===== config.mk =====
export PLATFORM = sky130hd
export DESIGN_NAME = gpio_in_port
export DESIGN_NICKNAME = d
export VERILOG_FILES = /design/src/rtl/gpio_pkg.sv /design/src/rtl/gpio_debounce_bit.sv /design/src/rtl/gpio_in_port.sv
export SDC_FILE = /design/constraint.sdc
export NUM_CORES = 1
export LEC_CHECK = 0
export CAP_MARGIN = 20
export CORE_MARGIN = 2
export CORE_UTILIZATION = 40
export DETAILED_ROUTE_END_ITERATION = 7
export GPL_TIMING_DRIVEN = 1
export PLACE_DENSITY = 0.66
export SLEW_MARGIN = 20
export SYNTH_ARGS = -nofsm -noshare
export SYNTH_HDL_FRONTEND = slang
export SYNTH_SLANG_ARGS = --single-unit

===== constraint.sdc =====
create_clock -name clk -period 3.75 [get_ports clk]
set_input_delay 0.75 -clock clk [delete_from_list [all_inputs] [get_ports clk]]
set_output_delay 0.75 -clock clk [all_outputs]
set_load 0.01 [all_outputs]

===== src/rtl/gpio_pkg.sv =====
// Shared definitions for the GPIO input peripheral: register offsets and bus word type.
package gpio_pkg;

    localparam int GPIO_BUS_W = 32;

    typedef logic [GPIO_BUS_W-1:0] gpio_word_t;

    localparam logic [7:0] GPIO_DATA_OFS  = 8'h00;
    localparam logic [7:0] GPIO_EDGE_OFS  = 8'h04;
    localparam logic [7:0] GPIO_MASK_OFS  = 8'h08;
    localparam logic [7:0] GPIO_FALL_OFS  = 8'h0C;
    localparam logic [7:0] GPIO_FMASK_OFS = 8'h10;

    // Byte offsets are word aligned; the two lowest address bits never select a register.
    function automatic logic [7:0] gpio_word_ofs(input logic [7:0] byte_ofs);
        return byte_ofs & 8'hFC;
    endfunction

endpackage


===== src/rtl/gpio_debounce_bit.sv =====
// One input pin: two-flop synchronizer followed by a tick-sampled debounce counter.
module gpio_debounce_bit #(
    parameter int DEB_SAMPLES = 3
) (
    input  logic clk,
    input  logic rst,
    input  logic pin,
    input  logic tick,
    output logic deb,
    output logic deb_next
);

    localparam int CNT_W = $clog2(DEB_SAMPLES + 1);

    logic             sync_p0;
    logic             sync_p1;
    logic [CNT_W-1:0] cnt;
    logic             differ;
    logic             accept;

    assign differ   = (sync_p1 != deb);
    assign accept   = tick & differ & (cnt == CNT_W'(DEB_SAMPLES - 1));
    assign deb_next = accept ? sync_p1 : deb;

    always_ff @(posedge clk or posedge rst) begin
        if (rst) begin
            sync_p0 <= 1'b0;
            sync_p1 <= 1'b0;
            deb     <= 1'b0;
            cnt     <= '0;
        end else begin
            // stage 0 -> 1: metastability filter
            sync_p0 <= pin;
            sync_p1 <= sync_p0;
            deb     <= deb_next;
            // any equal sample restarts the run of differing samples
            if (tick) begin
                if (!differ || accept)
                    cnt <= '0;
                else
                    cnt <= cnt + 1'b1;
            end
        end
    end

endmodule


===== src/rtl/gpio_in_port.sv =====
// Memory-mapped GPIO input port: debounced pins, sticky rising-edge flags, maskable irq.
// Optional falling-edge flags and mask are built when GPIO_IN_FALL_EDGE_EN is defined.
module gpio_in_port
    import gpio_pkg::*;
#(
    parameter int GPIO_WIDTH  = 9,
    parameter int BIT_WIDTH   = 32,
    parameter int ADDR_W      = 4,
    parameter int DEB_TICKS   = 1000,
    parameter int DEB_SAMPLES = 3
) (
    input  logic                  clk,
    input  logic                  rst,
    input  logic [GPIO_WIDTH-1:0] gpio_pins,
    input  logic                  sel,
    input  logic                  rd_en,
    input  logic                  wr_en,
    input  logic [ADDR_W-1:0]     addr,
    input  logic [BIT_WIDTH-1:0]  wr_data,
    output logic [BIT_WIDTH-1:0]  rd_data,
    output logic                  rd_valid,
    output logic                  irq
);

    localparam int PS_W = (DEB_TICKS > 1) ? $clog2(DEB_TICKS) : 1;

    logic [PS_W-1:0]       ps_cnt;
    logic                  tick;
    logic [GPIO_WIDTH-1:0] deb;
    logic [GPIO_WIDTH-1:0] deb_next;
    logic [GPIO_WIDTH-1:0] rise;
    logic [GPIO_WIDTH-1:0] edge_flags;
    logic [GPIO_WIDTH-1:0] mask_q;
    logic [GPIO_WIDTH-1:0] wr_bits;
    logic [7:0]            ofs;
    logic                  wr_fire;
    logic                  rd_fire;
    logic                  fall_irq;
    logic [BIT_WIDTH-1:0]  rd_mux;
    logic                  unused_bits;

    assign tick = (ps_cnt == PS_W'(DEB_TICKS - 1));

    always_ff @(posedge clk or posedge rst) begin
        if (rst)
            ps_cnt <= '0;
        else
            ps_cnt <= tick ? '0 : ps_cnt + 1'b1;
    end

    for (genvar i = 0; i < GPIO_WIDTH; i++) begin : g_deb
        gpio_debounce_bit #(
            .DEB_SAMPLES(DEB_SAMPLES)
        ) u_deb (
            .clk      (clk),
            .rst      (rst),
            .pin      (gpio_pins[i]),
            .tick     (tick),
            .deb      (deb[i]),
            .deb_next (deb_next[i])
        );
    end

    assign rise        = deb_next & ~deb;
    assign ofs         = gpio_word_ofs(8'(addr));
    assign wr_fire     = sel & wr_en;
    assign rd_fire     = sel & rd_en;
    assign wr_bits     = wr_data[GPIO_WIDTH-1:0];
    assign unused_bits = ^wr_data[BIT_WIDTH-1:GPIO_WIDTH];

    // A new edge in the same cycle as its W1C keeps the flag set.
    always_ff @(posedge clk or posedge rst) begin
        if (rst) begin
            edge_flags <= '0;
            mask_q     <= '0;
        end else begin
            edge_flags <= (edge_flags & ~((wr_fire && ofs == GPIO_EDGE_OFS) ? wr_bits : '0)) | rise;
            if (wr_fire && ofs == GPIO_MASK_OFS)
                mask_q <= wr_bits;
        end
    end

`ifdef GPIO_IN_FALL_EDGE_EN
    logic [GPIO_WIDTH-1:0] fall_flags;
    logic [GPIO_WIDTH-1:0] fmask_q;

    always_ff @(posedge clk or posedge rst) begin
        if (rst) begin
            fall_flags <= '0;
            fmask_q    <= '0;
        end else begin
            fall_flags <= (fall_flags & ~((wr_fire && ofs == GPIO_FALL_OFS) ? wr_bits : '0))
                        | (~deb_next & deb);
            if (wr_fire && ofs == GPIO_FMASK_OFS)
                fmask_q <= wr_bits;
        end
    end

    assign fall_irq = |(fall_flags & fmask_q);
`else
    assign fall_irq = 1'b0;
`endif

    always_comb begin
        rd_mux = '0;
        case (ofs)
            GPIO_DATA_OFS:  rd_mux = BIT_WIDTH'(deb);
            GPIO_EDGE_OFS:  rd_mux = BIT_WIDTH'(edge_flags);
            GPIO_MASK_OFS:  rd_mux = BIT_WIDTH'(mask_q);
`ifdef GPIO_IN_FALL_EDGE_EN
            GPIO_FALL_OFS:  rd_mux = BIT_WIDTH'(fall_flags);
            GPIO_FMASK_OFS: rd_mux = BIT_WIDTH'(fmask_q);
`endif
            default:        rd_mux = '0;
        endcase
    end

    // Read data comes from pre-write register state, so a combined read+write returns the old value.
    always_ff @(posedge clk or posedge rst) begin
        if (rst) begin
            rd_data  <= '0;
            rd_valid <= 1'b0;
            irq      <= 1'b0;
        end else begin
            rd_valid <= rd_fire;
            if (rd_fire)
                rd_data <= rd_mux;
            irq <= (|(edge_flags & mask_q)) | fall_irq;
        end
    end

endmodule


==> flow_summary_export.csv <==
group,metric,value,unit
yosys,avgSynthCellArea,11.69,um^2
drt,firstDrtPassIters,5,
yosys,synth_mux_area_share,12.93,%
grt,grtUsageTotal,14.67,%
power_and_ir_drop,seq_power_share,54.7,%
timing,fin_crit_sh,60.75,%
worst_setup_path,crit_path_end_kind,"flop",
worst_setup_path,crit_required,3.99,ns
timing,fin_ws,1.472,ns
floorplanning,start_util,40.97,%
worst_setup_path,worstReg2RegEnd,"g_deb[8].u_deb.cnt[0]",
worst_setup_path,cp_max_fo,11,
timing,fin_crit,2.278,ns
yosys,yosys-top-cells-area,"dfrtp_1 53%, mux2_2 10%, buf_4 4.5%",
flow_run,maxCapViolations,0,
drt,drc,0,
worst_setup_path,r2r-start,"ps_cnt[0]",
yosys,synth_xor_xnor_area_share,2.856,%
clocking,cts_tree,"yes",
floorplanning,die_w,103.8,um
power_and_ir_drop,power_density,394.4,mW/mm^2
power_and_ir_drop,clock_power_share,36.7,%
clocking,clockRootBuffer,"clkbuf_8",
finish,fill_cells,894,
worst_setup_path,cp.arrival,2.51,ns
timing,worst_pin_slew,0.8566,ns
worst_setup_path,r2r_setup_slack,1.80,ns
yosys,synth_warnings,0,
power_and_ir_drop,swShare,23.56,%
yosys,synth_top_area_cell,"dfrtp_1",
grt,grt.overflow.total,0,
floorplanning,ioPinCount,84,
placement,port_buffers,35,
power_and_ir_drop,peakVddDrop,0.0001875,V
drt,postRouteAntennaNets,0,
power_and_ir_drop,leakage,0.002068,uW
yosys,netlist.area_leader.share,52.73,%
placement,dpl-instance-area,0.004339,mm^2
hold_path,hold_end,"g_deb[0].u_deb.sync_p1",
finish,diodes,0,
grt,grt_max_degree,51,
drt,routed_via_density,4.996,
worst_setup_path,reg2reg_depth,5,
yosys,synth_cell_type_count,42,
grt,grt_pass1_vias,2547,
power_and_ir_drop,pwr-share-comb,8.6,%
timing,rsz0062_at_grt,"false",
drt,wl_per_cell,14.50,um
yosys,synthSimpleGateAreaFrac,12.74,%
yosys,synthArstFlopShare,100.0,%
yosys,synth_edf_count,0,
placement,gp_congestion,0.7574,
finish,seqCellArea,0.002102,mm^2
drt,finalWirelength,7.410,mm
finish,final_cell_area,0.004539,mm^2
grt,grt_pass1_wl,12.60,mm
clocking,cts_buffers,9,
timing,drv_slew,0,
floorplanning,core_area,0.009729,mm^2
timing,clock-skew-final,0.008437,ns
timing,clock.fmax,0.4390,GHz
grt,antenna_found_initial,0,
clocking,clock_latency,0.35,ns
finish,synthToLayoutAreaGrowth,13.87,%
power_and_ir_drop,switching_power,421.8,uW
floorplanning,fp-row-count,36,
hold_path,worstHoldPathType,"flop to flop",
drt,vias,2553,
yosys,synth_top_family_by_area,"multiplexers",
worst_setup_path,startpoint,"addr[2]",
yosys,synth_compound_area_share,7.502,%
clocking,ctsHtreeMaxLevel,3,
yosys,synth.cell_area,0.003986,mm^2
yosys,yosysMostFrequentCell,"dfrtp_1",
clocking,cts_sinks,84,
clocking,clk_pin_slew,0.08,ns
clocking,cts_setup_buffers,0,
yosys,ys_seq_area_share,52.73,%
clocking,ctsHoldBuffers,0,
placement,place_hpwl,4.942,mm
finish,nets,434,
finish,layout-drive-gt1-share,16.40,%
yosys,synth-adder-area-share,3.139,%
timing,max_slew_margin,42.83,%
power_and_ir_drop,power.internal,1368,uW
yosys,synth_flop_cell,"dfrtp_1",
hold_path,min_from,"g_deb[0].u_deb.sync_p0",
yosys,syn_inst,341,
finish,multiInputGateArea,0.001648,mm^2
worst_setup_path,worstSetupPathType,"input port to flop",
worst_setup_path,critPathLaunchType,"input port",
timing,finalSetupViolCount,0,
yosys,synth_commonest_cells,"84 x dfrtp_1, 36 x mux2_2, 24 x buf_4, 22 x nand2_1, 21 x nor2_1",
placement,post-place-ws,1.083,ns
yosys,ys_ff_latch,84,
floorplanning,die_h,103.8,um
hold_path,hold_depth,0,
clocking,cts.repair.resized,0,
outcome,run_status,"finished clean",
floorplanning,die-area,0.01078,mm^2
timing,finalHoldViolCount,0,
clocking,ctsLongestPathBuffers,2,
drt,drt_iter0_drc,68,
timing,fin_tns_setup,0,ns
-- power by group through the flow --
stage	Sequential (uW)	Combinational [uW]	Clock, uW
2_1_floorplan	996	96.7	0
3_3_place_gp	994	153	0
3_5_place_dp	997	156	0
4_1_cts	979	157	675
5_1_grt	986	170	711
6_report	980	154	656
-- sequential cells by signal (all words and copies together), names as in the netlist --
register and cells:
g_deb.u_deb.cnt 18, ps_cnt 10, edge_flags 9, g_deb.u_deb.deb 9
g_deb.u_deb.sync_p0 9, g_deb.u_deb.sync_p1 9, mask_q 9, rd_data 9
irq 1, rd_valid 1
-- stage by stage --
step	hold slack (ns)	std cells	utilization [%]	total power, uW
2_1_floorplan	0.3312	363	-	1092
3_3_place_gp	0.3320	496	44.60	1147
3_5_place_dp	0.3347	496	44.60	1153
4_1_cts	0.3546	511	46.66	1811
5_1_grt	0.3570	511	46.66	1867
6_report	0.3532	511	46.66	1790
-- layout make-up --
| class | count | share of cell area (%) |
|---|---|---|
| Tap cell | 133 | 3.666 |
| Clock buffer | 11 | 3.335 |
| Timing Repair Buffer | 39 | 8.379 |
| Inverter | 11 | 0.9372 |
| Sequential cell | 84 | 46.31 |
| Multi-Input combinational cell | 229 | 36.30 |
| Clock inverter | 4 | 1.075 |
-- placed cells by master, fill, tap and decap left out, drive strengths merged, types with 2 or more instances in the layout --
master         instances
nand3                  8
mux2i                 11
clkbuf                11
o21ai                  2
and3                   2
clkdlybuf4s50         35
nor3                  21
inv                   10
a22o                  10
nand2                 22
dfrtp                 84
nand4                 11
xor2                   3
and4b                  2
and2                   2
o22a                   2
clkinv                 4
mux2                  36
a21oi                  9
ha                    10
nand3b                 2
conb                  23
nor2                  21
xnor2                 10
nor2b                  2
buf                    4
a2bb2oi                9
-- routing by layer --
layer	part of all wire, %	track usage, %	vias to the layer above
li1	-	-	1219
met1	47	19.93	1248
met2	46	22.70	72
met3	4.1	3.335	14
met4	2.5	6.081	0
met5	0	0	-
-- worst max path at each step --
stage | to
after floorplan | edge_flags[0]
after global placement | edge_flags[5]
after detailed placement | edge_flags[7]
after CTS | edge_flags[7]
after global routing | edge_flags[7]
final | edge_flags[7]
-- cell families after synthesis --
kind of cell | Yosys count
adder cells (fa/ha/maj) | 10
buffers and inverters | 50
AO/OA/AOI/OAI | 39
flip-flops | 84
AND/OR/NAND/NOR | 97
other | 1
XOR/XNOR | 13
multiplexers | 47
-- critical path, cell delays in order --
cell and delay [ns]:
clkdlybuf4s50_1 0.89, and4b_1 0.56, nand2_1 0.12, a22o_1 0.20
(Power assumes the default switching activity.)
